--- src/rtl/quadrature_decoder.sv ---
// quadrature_decoder
//   Turns a two-phase incremental encoder signal pair (A/B) plus index pulse
//   into a wrap-around up/down position count. Raw pins are synchronised,
//   A/B are jointly glitch-filtered, and transitions are decoded into steps.
//   Transitions that change both phases at once are flagged as illegal.
//
// Ports:
//   clk          system clock, rising edge
//   rst          asynchronous, active-high reset
//   a_in, b_in   raw encoder phases (asynchronous to clk)
//   idx_in       raw encoder index pulse (asynchronous to clk)
//   enable       1 = position counts, 0 = position holds
//   clear        synchronous clear of position (highest priority after rst)
//   err_clear    synchronous clear of error_sticky
//   position     current position count, modulo 2^WIDTH
//   step_valid   one-cycle pulse when position stepped
//   step_dir     direction of the last applied step (1 = up, 0 = down)
//   illegal      one-cycle pulse on an illegal A/B transition
//   error_sticky latched illegal-transition flag
module quadrature_decoder #(
  parameter int unsigned WIDTH       = 8,
  parameter int unsigned SYNC_STAGES = 2,
  parameter int unsigned FILTER_LEN  = 3
) (
  input  logic             clk,
  input  logic             rst,
  input  logic             a_in,
  input  logic             b_in,
  input  logic             idx_in,
  input  logic             enable,
  input  logic             clear,
  input  logic             err_clear,
  output logic [WIDTH-1:0] position,
  output logic             step_valid,
  output logic             step_dir,
  output logic             illegal,
  output logic             error_sticky
);

  localparam int unsigned CW = $clog2(FILTER_LEN + 1);
  localparam logic [WIDTH-1:0] ONE = {{(WIDTH-1){1'b0}}, 1'b1};
  localparam logic [CW-1:0] CNT_LAST = CW'(FILTER_LEN - 1);

  logic [SYNC_STAGES-1:0] a_sync;
  logic [SYNC_STAGES-1:0] b_sync;
  logic [SYNC_STAGES-1:0] idx_sync;

  logic [1:0]    sync_ab;
  logic [1:0]    sync_ab_prev;
  logic [1:0]    filt_ab;
  logic [CW-1:0] filt_cnt;
  logic          idx_s;
  logic          idx_prev;
  logic          init;

  logic stable_change;
  logic commit;
  logic is_up;
  logic is_down;
  logic is_illegal;
  logic idx_rise;

  always_ff @(posedge clk or posedge rst) begin
    if (rst) begin
      a_sync   <= '0;
      b_sync   <= '0;
      idx_sync <= '0;
    end else begin
      a_sync   <= {a_sync[SYNC_STAGES-2:0], a_in};
      b_sync   <= {b_sync[SYNC_STAGES-2:0], b_in};
      idx_sync <= {idx_sync[SYNC_STAGES-2:0], idx_in};
    end
  end

  assign sync_ab  = {a_sync[SYNC_STAGES-1], b_sync[SYNC_STAGES-1]};
  assign idx_s    = idx_sync[SYNC_STAGES-1];
  assign idx_rise = idx_s & ~idx_prev;

  // The transition is decoded from (filt_ab -> sync_ab) on the same edge the
  // filter accepts the new value, so position moves together with filt_ab
  // rather than a cycle after it.
  always_comb begin
    stable_change = (sync_ab != filt_ab) && (sync_ab == sync_ab_prev);
    commit        = stable_change && (filt_cnt == CNT_LAST);
    is_up         = 1'b0;
    is_down       = 1'b0;
    is_illegal    = 1'b0;
    if (commit && !init) begin
      case ({filt_ab, sync_ab})
        4'b0010, 4'b1011, 4'b1101, 4'b0100: is_up   = 1'b1;
        4'b1000, 4'b1110, 4'b0111, 4'b0001: is_down = 1'b1;
        default:                            is_illegal = 1'b1;
      endcase
    end
  end

  always_ff @(posedge clk or posedge rst) begin
    if (rst) begin
      sync_ab_prev <= '0;
      filt_ab      <= '0;
      filt_cnt     <= '0;
      idx_prev     <= 1'b0;
      init         <= 1'b1;
    end else begin
      sync_ab_prev <= sync_ab;
      idx_prev     <= idx_s;
      if (stable_change) begin
        if (commit) begin
          filt_ab  <= sync_ab;
          filt_cnt <= '0;
          init     <= 1'b0;
        end else begin
          filt_cnt <= filt_cnt + CW'(1);
        end
      end else begin
        filt_cnt <= '0;
      end
    end
  end

  always_ff @(posedge clk or posedge rst) begin
    if (rst) begin
      position     <= '0;
      step_valid   <= 1'b0;
      step_dir     <= 1'b0;
      illegal      <= 1'b0;
      error_sticky <= 1'b0;
    end else begin
      step_valid <= 1'b0;
      illegal    <= is_illegal;
      if (clear) begin
        position <= '0;
      end else if (enable && idx_rise) begin
        position <= '0;
      end else if (enable && (is_up || is_down)) begin
        position   <= is_up ? position + ONE : position - ONE;
        step_valid <= 1'b1;
        step_dir   <= is_up;
      end
      if (is_illegal) begin
        error_sticky <= 1'b1;
      end else if (err_clear) begin
        error_sticky <= 1'b0;
      end
    end
  end

endmodule

--- config.mk ---
export PLATFORM = sky130hd
export DESIGN_NAME = quadrature_decoder
export DESIGN_NICKNAME = d
export VERILOG_FILES = /design/src/rtl/quadrature_decoder.sv
export SDC_FILE = /design/constraint.sdc
export NUM_CORES = 1
export LEC_CHECK = 0
export ABC_AREA = 1
export CORE_MARGIN = 2
export CORE_UTILIZATION = 48
export DETAILED_ROUTE_END_ITERATION = 8
export PLACE_DENSITY_LB_ADDON = 0.1
export SYNTH_ARGS = -nofsm -noshare
export SYNTH_HDL_FRONTEND = slang
export SYNTH_SLANG_ARGS = --single-unit
--- constraint.sdc ---
create_clock -name clk -period 2.3 [get_ports clk]
set_clock_uncertainty 0.05 [all_clocks]
set_input_delay 0.345 -clock clk [delete_from_list [all_inputs] [get_ports clk]]
set_output_delay 0.345 -clock clk [all_outputs]
set_load 0.02 [all_outputs]
[Word level (Yosys, flattened, before mapping)]
Cells that the tools add are included.
Operators by class
  add/sub/neg operators: 3
  equal/unequal tests: 11
  mux-type cells: 17
  bitwise gates (word level): 4
  reductions and logical operators: 14
Operators with widths (count)
  $mux 8: 4
  $eq 4x4->1 const B: 4
  $mux 1: 11
  $add 8x1->8 const B: 1
  $eq 4x3->1 const B: 2
  $reduce_or 4->1: 2
  $reduce_or 8->1: 1
  $sub 8x1->8 const B: 1
  $logic_and 1x1->1: 5
  $eq 4x1->1 const B: 1
  $eq 4x2->1 const B: 1
  $mux 2: 2
  $not 1->1: 3
  $reduce_and 3->1: 1
  $reduce_bool 3->1: 1
  $add 2x1->2 const B: 1
  $eq 2x2->1: 1
  $eq 2x2->1 const B: 1
  $ne 2x2->1: 1
  $reduce_and 2->1: 1
  $reduce_bool 2->1: 1
  $and 1x1->1: 1
  $logic_not 1->1: 1
  $logic_or 1x1->1: 1
Storage, ports and cells
  bits in registers: 26
  input port bits: 8
  output and inout port bits: 12
  word-level logic and storage cells: 62

[Logic depth before layout (Yosys ltp)]
Gate-level depths: netlist (run 1).
  depth in word-level cells: 10
  mapped depth: 16
  mapped depth without buffers: 16

[Worst setup path before layout (run 1)]
Ideal clock, no wire load.
  path kind: flip-flop to flip-flop
  start: register a_sync[1]
  end: register position[4]
  setup time: 0.121 ns
  data arrival time: 2.073 ns
  data required time: 2.129 ns
  slack: 0.055 ns
  cell stages (with the launch flop): 13
  path buffers: 0
  period minus slack after synthesis: 2.245 ns
  cells stage by stage: dfrtp_1 -> nand2_1 -> nand2_2 -> nor2_4 -> nand3_4 -> nor2_8 -> nand2_2 -> ha_1 -> a21oi_1 -> inv_1 -> a31oi_1 -> xor2_1 -> o21ai_2
Between the ends
  word-level cells in the longest chain between the ends: 9
  elaborated cells between the ends (all ways): 26
  those cells by class: 10 x eq/ne; 8 x mux; 8 x reduce/logical
RTL lines
  start: declaration: line 44  | logic [SYNC_STAGES-1:0] a_sync;
  start signal: assignment: line 69  | a_sync <= {a_sync[SYNC_STAGES-2:0], a_in};
  branches (longest 9 deep; another with $mux 8)
  end signal: assignment: line 136  | position <= is_up ? position + ONE : position - ONE;
  end: declaration: line 33  | output logic [WIDTH-1:0] position,
Several ways; the timed one is not identified. The select of a mux whose other input is x is not followed.
A chain may end at the register's enable or synchronous reset.

[Worst setup path after layout (run 1)]
  start: register b_sync[1]
  end: register position[6]
Between the ends
  word-level cells in the longest chain between the ends: 9
  elaborated cells between the ends (all ways): 26
  those cells by class: 10 x eq/ne; 8 x mux; 8 x reduce/logical
RTL lines
  start: declaration: line 45  | logic [SYNC_STAGES-1:0] b_sync;
  start signal: assignment: line 70  | b_sync <= {b_sync[SYNC_STAGES-2:0], b_in};
  branches (longest 9 deep; another with $mux 8)
Several ways; the timed one is not identified. The select of a mux whose other input is x is not followed.

==> flow_summary_export.csv, run 1 <==
group,metric,value,unit
outcome,status,"finished, final reports clean",
clock_network,cts_buffers,3,
sta,fin_crit,2.28,ns
worst_setup_path,critical_path_class,"reg2reg",
grt,overflow,0,
sta,drv_slew,0,
power,pwr-share-comb,20.3,%
grt,grt_max_degree,16,
worst_setup_path,critPathCapture,"position[6]$_DFFE_PP0P_",
sta,post-route-period-util,99.2,%
sta,setup_ws,0.0182,ns
final_layout,antenna_cells,0,
clock_network,cts-root-buf,"clkbuf_4",
power,cellPowerDensity,519,mW/mm²
place,port_buffers,19,
worst_setup_path,startpoint,"b_sync[1]$_DFF_PP0_",
power,internal_power,742,µW
route,first_pass_iters,4,
worst_setup_path,critical_path.max_fanout,7,
final_layout,final-seq-area,652,µm²
place,postPlaceCellArea,0.00166,mm²
clock_network,path_clk_slew,0.15,ns
synthesis,synthArstFlopShare,100,%
route,drc,0,
worst_setup_path,worst_r2r_endpoint,"position[6]$_DFFE_PP0P_",
clock_network,clk_path_buf_depth,2,
final_layout,drive_gt1_share,38.1,%
route,avgViaCountPerCell,5.22,
job,maxCapViolCount,0,
sta,worstMarginPinSlew,0.300,ns
final_layout,multi_input_area,798,µm²
grt,grt_pass1_vias,1086,
power,leakage,0.000963,µW
clock_network,clock_latency,0.33,ns
sta,max_freq,438,MHz
place,dpl.hpwl,1990,µm
die,num_rows,19,
synthesis,ys_seq_area_share,47.4,%
worst_setup_path,cp_top_family,"simple AND/OR/NAND/NOR gates",
synthesis,syn_avg_cell_area,9.11,µm²
worst_setup_path,cp_num_buf_inv,2,
route,drtIter0Drc,72,
sta,max-slew-margin-rel,80.0,%
worst_setup_path,slowest_delay,0.46,ns
route,ant_nets,0,
die,die_area,0.00331,mm²
die,start_util,50.3,%
clock_network,postCtsHoldBufs,0,
die,die_y,57.5,µm
synthesis,ys_seq_elements,26,
sta,setup_violations,0,
grt,grtUsageTotal,18.3,%
power,p_clk_share,31.0,%
synthesis,synth_cell_types,29,
worst_setup_path,cp.depth,15,
final_layout,postLayoutCoreUtil,73.4,%
route,wl,3330,µm
synthesis,synth_cells,151,
die,ios,20,
place,gp_congestion,0.870,
final_layout,fillCellCount,165,
synthesis,synthFlopType,"dfrtp_1",
final_layout,fin_area,0.00201,mm²
synthesis,yosysWarnings,0,
power,ir_drop,459,µV
clock_network,cts_max_level,1,
worst_setup_path,r2r_slack,0.02,ns
worst_setup_path,crit_chain,"inv_2, nand2_2, nand2_2, nor2_4, nand3_4, nor2_8, nand2_8, ha_4, nand2_4, inv_2, nand3_2, o221ai_4, nand2_1, nand2_1, o21ai_1",
die,coreArea,0.00273,mm²
synthesis,synth.cell_area,0.00138,mm²
final_layout,nNetsFinal,210,
synthesis,synth_fp_nets,166,
clock_network,cts_tree,"yes",
clock_network,cts.sinks,26,
route,vias,1175,
worst_setup_path,cp-start-kind,"flip-flop",
power,power,1040,µW
synthesis,synth_edf_count,0,
worst_setup_path,slowest_stage,"dfrtp_1",
sta,rsz0062_at_grt,"true",
power,seqPwrFrac,48.7,%
worst_setup_path,r2r.worst_path.cells,15,
worst_setup_path,timing.rr.start,"b_sync[1]$_DFF_PP0_",
power,swShare,28.7,%
sta,hold_violations,0,
place,post-place-ws,-0.0213,ns
worst_setup_path,worstPathRequired,2.48,ns
power,p_sw,299,µW
worst_setup_path,cp.arrival,2.46,ns
grt,grt_pass1_wl,4710,µm
final_layout,areaGrowthSynthToFinish,45.8,%
die,die_w,57.5,µm
grt,antenna_found_initial,0,
min_path,hold_class,"in2async",
route,wl_per_cell,14.8,µm
worst_setup_path,endpoint_kind,"flip-flop",
==> placed cells by master, fill, tap and decap left out, drive strengths merged <==
cell type / Yosys / final
xnor2: 1 / 1
bufinv: 0 / 1
buf: 0 / 20
fa: 1 / 1
inv: 28 / 28
a21oi: 6 / 6
o21ai: 10 / 10
dfrtp: 25 / 25
clkdlybuf4s50: 0 / 19
nand4: 2 / 2
nand2: 42 / 42
nor3: 1 / 1
clkbuf: 0 / 3
o21bai: 1 / 1
nand3b: 1 / 1
o221ai: 1 / 1
nand3: 12 / 12
dfstp: 1 / 1
o22ai: 1 / 1
xor2: 4 / 4
a31oi: 1 / 1
ha: 6 / 6
nor2: 7 / 7
==> cell usage after synthesis, types with 3 or more instances <==
cell	count	area share, %
a21oi_1	6	2.2
nand2_2	4	1.8
nand2_1	37	10
o21ai_2	5	3.2
nor2_1	4	1.1
inv_1	24	6.5
dfrtp_1	25	45
xor2_1	4	2.5
ha_1	6	5.5
inv_2	3	0.82
nand3_1	10	3.6
o21ai_0	3	1.1
==> how the worst min path moves through the flow <==
stage | to | start
2_1_floorplan | a_sync[1]$_DFF_PP0_ | a_sync[0]$_DFF_PP0_
3_3_place_gp | a_sync[1]$_DFF_PP0_ | a_sync[0]$_DFF_PP0_
3_5_place_dp | b_sync[1]$_DFF_PP0_ | b_sync[0]$_DFF_PP0_
4_1_cts | idx_sync[0]$_DFF_PP0_ | rst
5_1_grt | idx_sync[0]$_DFF_PP0_ | rst
6_report | step_valid$_DFF_PP0_ | rst
==> repair_timing <==
action	in CTS	in global routing
setup endpoints to repair	4	4
pin swaps	1	17
gates cloned	0	0
hold endpoints to repair	0	0
gates resized for setup	5	36
setup buffers	0	13
==> logic make-up after synthesis <==
group | share of synthesized area [%]
and+or+nand+nor | 25.0
buffers and inverters | 7.82
DFF | 47.4
AOI/OAI and AO/OA | 9.73
adders and majority gates | 6.91
xor gates and xnor gates | 3.18
==> registers in the layout, summed over array words and instances (netlist names) <==
name	cells
filt_ab	2
idx_prev	1
init	1
error_sticky	1
illegal	1
position	8
a_sync	2
sync_ab_prev	2
b_sync	2
idx_sync	2
step_valid	1
filt_cnt	2
step_dir	1
==> routing by layer <==
metal / part of all wire (%) / track usage, % / up-vias
li1: - / - / 567
met1: 45 / 23.9 / 549
met2: 48 / 30.2 / 49
met3: 5.1 / 3.17 / 10
met4: 2.7 / 6.98 / 0
met5: 0 / 0 / -
==> cell type report <==
class	count	area share, %
Tap cell	31	1.93
Timing Repair Buffer	39	17.7
Multi-Input combinational cell	97	39.8
Sequential cell	26	32.5
Clock buffer	3	1.12
Inverter	28	5.49
Clock inverter	1	1.50
==> power groups by stage <==
stage	registers (µW)	logic (µW)	clock network, µW
after detailed placement	514	151	0
after CTS	506	155	321
after floorplan	510	107	0
after global placement	512	145	0
after global routing	510	231	340
final	507	211	322
==> metrics by stage <==
| step | setup TNS (ns) | hold WS [ns] | std cells |
|---|---|---|---|
| 4_1_cts | 0 | 0.188 | 212 |
| 3_5_place_dp | -0.0213 | 0.287 | 208 |
| 3_3_place_gp | 0 | 0.282 | 208 |
| 5_1_grt | -0.373 | 0.203 | 225 |
| 2_1_floorplan | 0 | 0.281 | 151 |
| 6_report | 0 | 0.178 | 225 |
Power figures use the tool's default switching activity.
==> run 2: changes to the inputs <==
==> constraint.sdc (replaced) <==
create_clock -name clk -period 2.3 [get_ports clk]
set_clock_uncertainty 0.05 [all_clocks]
set_input_delay 0.345 -clock clk [delete_from_list [all_inputs] [get_ports clk]]
set_output_delay 0.345 -clock clk [all_outputs]
set_load 0.1 [all_outputs]
==> flow_summary_export.csv, run 2 (same netlist as run 1, synthesis figures left out) <==
group,metric,value,unit
die,coreArea,0.00273,mm²
worst_setup_path,cp-start-kind,"flip-flop",
final_layout,areaGrowthSynthToFinish,36.1,%
final_layout,fin_area,0.00187,mm²
route,avgViaCountPerCell,5.05,
sta,max-slew-margin-rel,62.2,%
final_layout,drive_gt1_share,40.3,%
final_layout,largest_reg_flops,8,
die,ios,20,
sta,setup_ws,0.0435,ns
grt,grtUsageTotal,18.2,%
sta,max_freq,443,MHz
grt,overflow,0,
grt,grt_pass1_wl,4660,µm
worst_setup_path,worstPathRequired,2.49,ns
route,drtIter0Drc,42,
final_layout,nNetsFinal,202,
clock_network,cts.sinks,26,
sta,drv_slew,0,
worst_setup_path,crit_chain,"inv_2, nand2_2, nand2_2, nor2_4, nand3_4, nor2_8, nand2_8, ha_4, a21oi_2, nand2_2, a21oi_2, xor2_1, o21ai_2",
worst_setup_path,slowest_stage,"dfrtp_1",
die,start_util,50.3,%
worst_setup_path,r2r_slack,0.04,ns
route,first_pass_iters,4,
grt,grt_pass1_vias,1058,
sta,holdWs,0.288,ns
job,maxCapViolCount,0,
sta,setup_violations,0,
final_layout,antenna_cells,0,
place,dpl.hpwl,2040,µm
die,num_rows,19,
outcome,status,"finished, final reports clean",
route,wl,2930,µm
place,postPlaceCellArea,0.00162,mm²
die,die_y,57.5,µm
place,dp_cells,207,
worst_setup_path,endpoint_kind,"flip-flop",
worst_setup_path,worst_r2r_endpoint,"position[5]$_DFFE_PP0P_",
sta,post-route-period-util,98.1,%
die,die_area,0.00331,mm²
power,ir_drop,488,µV
worst_setup_path,slowest_delay,0.44,ns
route,ant_nets,0,
worst_setup_path,timing.rr.start,"b_sync[1]$_DFF_PP0_",
route,vias,1096,
power,leakage,0.000940,µW
grt,antenna_found_initial,0,
sta,rsz0062_at_grt,"true",
clock_network,clk_path_buf_depth,2,
worst_setup_path,worst_path_most_repeated_cell,"nand2_2",
clock_network,cts_max_level,1,
worst_setup_path,critical_path_class,"reg2reg",
worst_setup_path,critical_path.max_fanout,7,
worst_setup_path,r2r.worst_path.cells,13,
worst_setup_path,cp.arrival,2.45,ns
final_layout,final_cells,217,
clock_network,cts_buffers,3,
final_layout,layout_common_cells,"32 x nand2_1, 24 x dfrtp_1, 22 x buf_4, 20 x inv_1, 8 x nand2_2",
place,port_buffers,19,
route,drc,0,
sta,fin_crit,2.26,ns
clock_network,clock_latency,0.33,ns
grt,grt_max_degree,16,
sta,hold_violations,0,
sta,worstMarginPinSlew,0.566,ns
power,cellPowerDensity,544,mW/mm²
route,wl_per_cell,13.5,µm
die,die_w,57.5,µm
place,gp_congestion,0.862,
final_layout,final_common_cell,"nand2_1",
clock_network,cts-root-buf,"clkbuf_4",
clock_network,cts_tree,"yes",
place,post-place-ws,-0.0359,ns
final_layout,regMostFlops,"position",
final_layout,postLayoutCoreUtil,68.5,%
min_path,hold_class,"in2async",
clock_network,path_clk_slew,0.15,ns
==> run 2: stage by stage <==
stage,TNS [ns],power (µW)
global placement,0,666
CTS,0,998
floorplan,0,627
global route,-0.288,1060
detailed placement,-0.0882,675
finish,0,1020
==> run 2: worst max-delay path: cells and delay by family, from the launching register on <==
kind                       cells  cell delay, ns
buffers and inverters          1            0.08
DFF                            1            0.44
xor gates and xnor gates       1            0.22
adders and majority gates      1            0.26
and+or+nand+nor                7            0.74
AOI/OAI and AO/OA              3            0.39
==> run 2: final cells by class <==
type / count / area (µm²)
timing repair buffer: 31 / 258
sequential: 26 / 653
clock buffer: 3 / 22.5
tap: 31 / 38.8
inverter: 28 / 108
fill: 200 / 861
clock inverter: 1 / 30.0
multi-input combinational: 97 / 763
==> run 2: what timing repair did <==
action,4_1_cts,5_1_grt
buffers inserted,0,6
endpoints found under the setup margin,4,4
resized for setup,7,24
pin swaps,0,17
hold buffers,0,0
==> run 2: report_power, final <==
group	switching, µW	internal [µW]
clock network	144	176
logic	121	69.2
registers	24.8	482
total	290	728
==> run 2: worst max-delay path by stage <==
stage	startpoint	to	slack [ns]
final	b_sync[1]$_DFF_PP0_	position[5]$_DFFE_PP0P_	0.04
after global routing	b_sync[1]$_DFF_PP0_	position[5]$_DFFE_PP0P_	-0.11
after CTS	a_sync[1]$_DFF_PP0_	position[4]$_DFFE_PP0P_	0.01
after detailed placement	a_sync[1]$_DFF_PP0_	position[5]$_DFFE_PP0P_	-0.04
after global placement	a_sync[1]$_DFF_PP0_	position[5]$_DFFE_PP0P_	0.04
after floorplan	a_sync[1]$_DFF_PP0_	position[4]$_DFFE_PP0P_	0.05
==> run 2: per-layer routing <==
| layer | routed length [µm] | part of all wire, % | track usage, % | vias to the layer above |
|---|---|---|---|---|
| li1 | - | - | - | 548 |
| met1 | 1390 | 48 | 24.5 | 520 |
| met2 | 1390 | 48 | 30.2 | 23 |
| met3 | 92 | 3.1 | 2.04 | 5 |
| met4 | 50 | 1.7 | 6.98 | 0 |
| met5 | 0 | 0 | 0 | - |
